File: config.mk
export PLATFORM = sky130hd
export DESIGN_NAME = a25_cache_flush_seq
export DESIGN_NICKNAME = d
export VERILOG_FILES = /design/src/rtl/a25_cache_pkg.sv /design/src/rtl/a25_cache_flush_seq.sv
export SDC_FILE = /design/constraint.sdc
export NUM_CORES = 1
export LEC_CHECK = 0
export CAP_MARGIN = 15
export CORE_MARGIN = 5
export CORE_UTILIZATION = 45
export CTS_CLUSTER_DIAMETER = 150
export DETAILED_ROUTE_END_ITERATION = 16
export GPL_ROUTABILITY_DRIVEN = 0
export GPL_TIMING_DRIVEN = 0
export PLACE_DENSITY = 0.95
export SYNTH_ARGS = -nofsm -noshare
export SYNTH_HDL_FRONTEND = slang
export SYNTH_SLANG_ARGS = --single-unit
File: constraint.sdc
create_clock -name i_clk -period 3 [get_ports i_clk]
set_clock_uncertainty 0.15 [all_clocks]
set_input_delay 0.6 -clock i_clk [delete_from_list [all_inputs] [get_ports i_clk]]
set_output_delay 0.6 -clock i_clk [all_outputs]
set_load 0.02 [all_outputs]
File: src/rtl/a25_cache_pkg.sv
// rtl/a25_cache_pkg.sv - shared Amber 25 cache geometry and flush sequencer state encoding
package a25_cache_pkg;

    localparam int A25_CACHE_LINES = 256;
    localparam int A25_LINE_AW     = 8;

    typedef enum logic [1:0] {
        IDLE      = 2'd0,
        WAIT_IDLE = 2'd1,
        SWEEP     = 2'd2,
        DONE      = 2'd3
    } a25_flush_state_t;

endpackage

File: src/rtl/a25_cache_flush_seq.sv
// rtl/a25_cache_flush_seq.sv - cache tag invalidation sweep sequencer; optional sweep counter under A25_FLUSH_STATS_EN
module a25_cache_flush_seq
    import a25_cache_pkg::*;
#(
    parameter int CACHE_LINES = A25_CACHE_LINES,
    parameter int LINE_AW     = A25_LINE_AW
) (
    input  logic               i_clk,
    input  logic               quick_n_reset,
    input  logic               i_flush_req,
    input  logic               i_disruptive_hit,
    input  logic               i_cache_busy,
    output logic               o_flush_active,
    output logic               o_tag_inv,
    output logic [LINE_AW-1:0] o_tag_addr,
    output logic               o_flush_done,
    output logic [15:0]        o_flush_count
);

    localparam logic [LINE_AW-1:0] LAST_IDX = LINE_AW'(CACHE_LINES - 1);

    a25_flush_state_t   state, state_nxt;
    logic [LINE_AW-1:0] index, index_nxt;
    logic               pending, pending_nxt;
    logic               req;

    assign req = i_flush_req | i_disruptive_hit;

    always_comb begin
        state_nxt   = state;
        index_nxt   = index;
        pending_nxt = pending;
        case (state)
            IDLE: begin
                if (req) state_nxt = WAIT_IDLE;
            end
            WAIT_IDLE: begin
                // Requests here merge: the sweep about to start covers them.
                if (!i_cache_busy) begin
                    state_nxt = SWEEP;
                    index_nxt = '0;
                end
            end
            SWEEP: begin
                index_nxt   = index + 1'b1;
                pending_nxt = pending | req;
                if (index == LAST_IDX) state_nxt = DONE;
            end
            DONE: begin
                pending_nxt = 1'b0;
                state_nxt   = (pending | req) ? WAIT_IDLE : IDLE;
            end
            default: state_nxt = IDLE;
        endcase
    end

    always_ff @(posedge i_clk or negedge quick_n_reset) begin
        if (!quick_n_reset) begin
            state          <= IDLE;
            index          <= '0;
            pending        <= 1'b0;
            o_flush_active <= 1'b0;
            o_tag_inv      <= 1'b0;
            o_flush_done   <= 1'b0;
        end else begin
            state          <= state_nxt;
            index          <= index_nxt;
            pending        <= pending_nxt;
            o_flush_active <= (state_nxt != IDLE);
            o_tag_inv      <= (state_nxt == SWEEP);
            o_flush_done   <= (state_nxt == DONE);
        end
    end

    // The index wraps back to 0 on the last line, so it reads 0 outside a sweep.
    assign o_tag_addr = index;

`ifdef A25_FLUSH_STATS_EN
    logic [15:0] flush_count;

    always_ff @(posedge i_clk or negedge quick_n_reset) begin
        if (!quick_n_reset) begin
            flush_count <= 16'd0;
        end else if (state == DONE && flush_count != 16'hFFFF) begin
            flush_count <= flush_count + 16'd1;
        end
    end

    assign o_flush_count = flush_count;
`else
    assign o_flush_count = 16'd0;
`endif

endmodule

After elaboration in Yosys (flattened, before gate mapping)
Cells that the tools add are included.
{"block": "totals", "inputBits": 5, "elab_cells": 29, "reg_bits": 14, "out_inout_bits": 27}
{"block": "classes", "n_reduce_logical": 5, "bitwise_logic": 2, "add_sub_neg": 1, "mux": 8, "n_eq_ne": 7}
{"op": "one-hot mux 8 bit (2 select lines)", "n": 1}
{"op": "adder 8 x 1 -> 8 bit, second input constant", "n": 1}
{"op": "== test 2 bit, second input constant", "n": 4}
{"op": "== test 8 bit, second input constant", "n": 1}
{"op": "2-to-1 mux 8 bit", "n": 1}
{"op": "one-hot mux 2 bit (4 select lines)", "n": 1}
{"op": "2-to-1 mux 2 bit", "n": 3}
{"op": "nonzero test 2 bit", "n": 3}
{"op": "== test 2 x 1 -> 1 bit, second input constant", "n": 1}
{"op": "zero test 2 bit", "n": 1}
{"op": "!= test 2 bit, second input constant", "n": 1}
{"op": "OR 1 bit", "n": 2}
{"op": "one-hot mux 1 bit (2 select lines)", "n": 1}
{"op": "AND reduction 2 bit", "n": 1}
{"op": "2-to-1 mux 1 bit", "n": 1}

Depth between registers and ports, before layout
{"block": "depth", "word_depth": 5, "depth_mapped": 4, "mapped_depth_nobuf": 4}

Least setup slack after synthesis
OpenSTA, ideal clock, no wires.
{"block": "synth_timing", "path_kind": "input to register", "start": "input port i_cache_busy", "end": "register index[6] (netlist: o_tag_addr[6])", "path_slack_ps": 1485, "cell_stages": 4, "path_buffers": 1, "required_time_ps": 2716, "setup_time_ps": 134, "arrival_ps": 1231, "cell_sequence": "or3b_1 > buf_2 > o311ai_2 > o41ai_1"}
{"block": "synth_via", "elab_chain_len": 2}
{"item": "from (decl)", "line": "a25_cache_flush_seq.sv:12", "text": "input logic i_cache_busy,"}
{"item": "!= test 2 bit (no line)"}
{"item": "AND reduction 2 bit (no line)"}
{"item": "to (signal assigned)", "line": "a25_cache_flush_seq.sv:67", "text": "index <= index_nxt;"}
{"item": "to (decl)", "line": "a25_cache_flush_seq.sv:23", "text": "logic [LINE_AW-1:0] index, index_nxt;"}
Every way passes these cells.
A chain may end at the register's enable or synchronous reset.

Worst setup path in the final report
{"block": "layout_timing", "start": "register index[3] (netlist: o_tag_addr[3])", "end": "output port o_tag_addr[3]"}
{"item": "to (decl)", "line": "a25_cache_flush_seq.sv:15", "text": "output logic [LINE_AW-1:0] o_tag_addr,"}
No word-level cell between the ends.

==> qor.yml <==
status:
  status: "finished clean"
cts:
  cts.reportedPaths.clkPinSlew_ps: 80
  postCtsHoldBufs: 0
  cts_buffer_depth: 2
  root_buffer: "clkbuf_4"
  clk_latency_ps: 270
  postCtsSetupRepairBufs: 0
  cts-buffers-inserted: 3
  cts_tree: "yes"
  cts.sinks: 14
  htreeDepth: 1
  ctsResizeCount: 0
run:
  maxCapViolations: 0
floorplan:
  start_util_pct: 47.0
  die_area_um2: 2730
  ioPinCount: 32
  rows: 15
  dieHeight_um: 52.3
  die_w_um: 52.3
  coreArea_um2: 1710
sta:
  tightest_slew_ps: 623
  fmax_mhz: 460
  fin_tns_setup_ps: 0
  fin_ws_ps: 828
  rsz0062_at_grt: "false"
  finalHoldViolations: 0
  min_period_over_period_pct: 72.4
  period_minus_slack_ps: 2170
  setup_viol: 0
  holdWs_ps: 368
  final_max_slew_viol_count: 0
  maxSlewHeadroom_pct: 58.3
power_and_ir_drop:
  clkPwrFrac_pct: 16.3
  irDropWorstVdd_mv: 0.284
  pwr-share-seq_pct: 43.0
  swShare_pct: 38.0
  p_switching_uw: 238
  p_int_uw: 389
  power_frac_comb_pct: 40.8
  power.density_nw_per_um2: 590
  p_leak_uw: 0.000511
logic_synthesis:
  async_flop_share_pct: 100
  synth_top_area_cell: "dfrtp_1"
  synth_seq_cells: 14
  ys_top_cells_by_area: "dfrtp_1 (44%), buf_4 (15%), a21oi_1 (4.4%)"
  ys_types: 28
  syn_area_um2: 803
  yosysMostFrequentCell: "buf_4"
  synth_fa_ha_area_share_pct: 1.56
  synth-edff-count: 0
  yosys.area_share.simple_pct: 19.3
  avgSynthCellArea_um2: 9.56
  synth_mux_area_share_pct: 2.49
  synth-seq-area-share_pct: 43.6
  syn_inst: 84
  synth_xor_area_share_pct: 0
  synthTopCellsByCount: "buf_4 (16), dfrtp_1 (14), a21oi_1 (7), nand2_1 (7), nor2_1 (7)"
  yosys_warnings: 0
  synth_compound_area_share_pct: 15.6
  synth_top_family_by_area: "simple AND/OR/NAND/NOR gates"
  synthFlopType: "dfrtp_1"
  synth_top_cell_area_share_pct: 43.6
worst_setup_path:
  path_buf_inv: 1
  r2r-start: "o_tag_addr[0]$_DFFE_PN0P_"
  critPathSlowestCell: "clkdlybuf4s50_1"
  crit_chain: "clkdlybuf4s50_1"
  r2r_cells: 4
  worstPathArrival_ps: 1420
  endpoint_kind: "output pin"
  cp_max_fo: 6
  ff2ff_setup_slack_ps: 1500
  crit_path_start_kind: "flip-flop"
  path_delay_family: "buffers and inverters"
  slowest_delay_ps: 660
  critPathKind: "flip-flop to output pin"
  rr_endpoint: "o_tag_addr[6]$_DFFE_PN0P_"
  cp.required_ps: 2250
placement:
  placed_area_um2: 1040
  dpl.hpwl_um: 1340
  pre_cts_slack_ps: 969
  port-buffer-count: 15
route:
  vias_per_cell: 4.71
  wl_per_cell_um: 11.6
  drc: 0
  ant_nets: 0
  routed-via-count: 669
  drt-pass1-iter-count: 3
  initialDrtViolationCount: 5
  wl_um: 1650
cells_and_area:
  area_growth_pct: 32.4
  layout.nets: 125
  fill_cells: 155
  seqCellArea_um2: 350
  final_cell_area_um2: 1060
  layout-drive-gt1-share_pct: 19.7
  multi_input_area_um2: 373
  n_antenna_cell: 0
global_route:
  grtUsageTotal_pct: 13.3
  globalRouteMet1Util_pct: 14.8
  met2_usage_pct: 22.8
  antenna_found_initial: 0
  grt_max_degree: 15
  top_usage_layer: "met2"
  met3_usage_pct: 4.27
  grt_pass1_wl_um: 2710
  grt_pass1_vias: 682
  grt_remaining_overflow: 0
min_path:
  worstHoldStart: "o_tag_addr[7]$_DFFE_PN0P_"
  hold_class: "flip-flop to flip-flop"
  min_to: "o_tag_addr[7]$_DFFE_PN0P_"
  holdPathStages: 1
==> flip-flops by register name, indices dropped and copies added (netlist names) <==
register        cells
o_flush_done        1
pending             1
state               2
o_tag_addr          8
o_tag_inv           1
o_flush_active      1
==> worst max path at each step <==
stage / start / slack, ps / to / depth (start not counted)
floorplan: i_cache_busy / 1490 / o_tag_addr[6]$_DFFE_PN0P_ / 4
global placement: i_cache_busy / 1020 / o_tag_addr[6]$_DFFE_PN0P_ / 5
detailed placement: i_cache_busy / 970 / o_tag_addr[6]$_DFFE_PN0P_ / 5
CTS: o_tag_addr[3]$_DFFE_PN0P_ / 830 / o_tag_addr[3] / 1
global route: o_tag_addr[3]$_DFFE_PN0P_ / 780 / o_tag_addr[3] / 1
finish: o_tag_addr[3]$_DFFE_PN0P_ / 830 / o_tag_addr[3] / 1
==> cell usage in the layout, fill, tap and decap left out, drive strengths merged, types with 2 or more instances in the layout <==
master,count
clkdlybuf4s50,15
a41oi,2
mux2i,2
nor2,7
conb,16
clkbuf,4
nand2,7
nor3,7
dfrtp,14
buf,17
o21ai,2
inv,2
a21oi,7
nand3,2
==> routing by layer <==
layer	part of all wire (%)	routed length, um	vias up
met1	41	681	309
met3	6.4	106	5
li1	-	-	335
met4	1.9	31	0
met2	50	830	20
met5	0	0	-
==> power by group through the flow <==
stage          logic [uW]  clock network (uW)  registers [uW]
3_3_place_gp          246                   0             270
5_1_grt               280                 112             277
4_1_cts               257                 103             269
3_5_place_dp          256                   0             272
2_1_floorplan         162                   0             287
6_report              256                 102             270
==> stage by stage <==
stage	instances	power, uW	utilization [%]
6_report	142	627	62.3
5_1_grt	142	669	62.3
4_1_cts	142	629	62.3
3_5_place_dp	139	528	61.0
3_3_place_gp	139	516	61.0
2_1_floorplan	99	449	-
==> final cells by class <==
cell class / instances / share of cell area (%)
buffer: 18 / 12.1
clock buffer: 3 / 2.12
inverter: 2 / 0.706
multi-input combinational: 65 / 35.1
sequential: 14 / 32.9
tap: 25 / 2.94
timing repair buffer: 15 / 14.1
==> cell families after synthesis <==
group                    Yosys count
AND/OR/NAND/NOR                   28
multiplexers                       2
buffers and inverters             20
other                              1
adder cells (fa/ha/maj)            1
flip-flops                        14
AO/OA/AOI/OAI                     18
(Power assumes the default switching activity.)
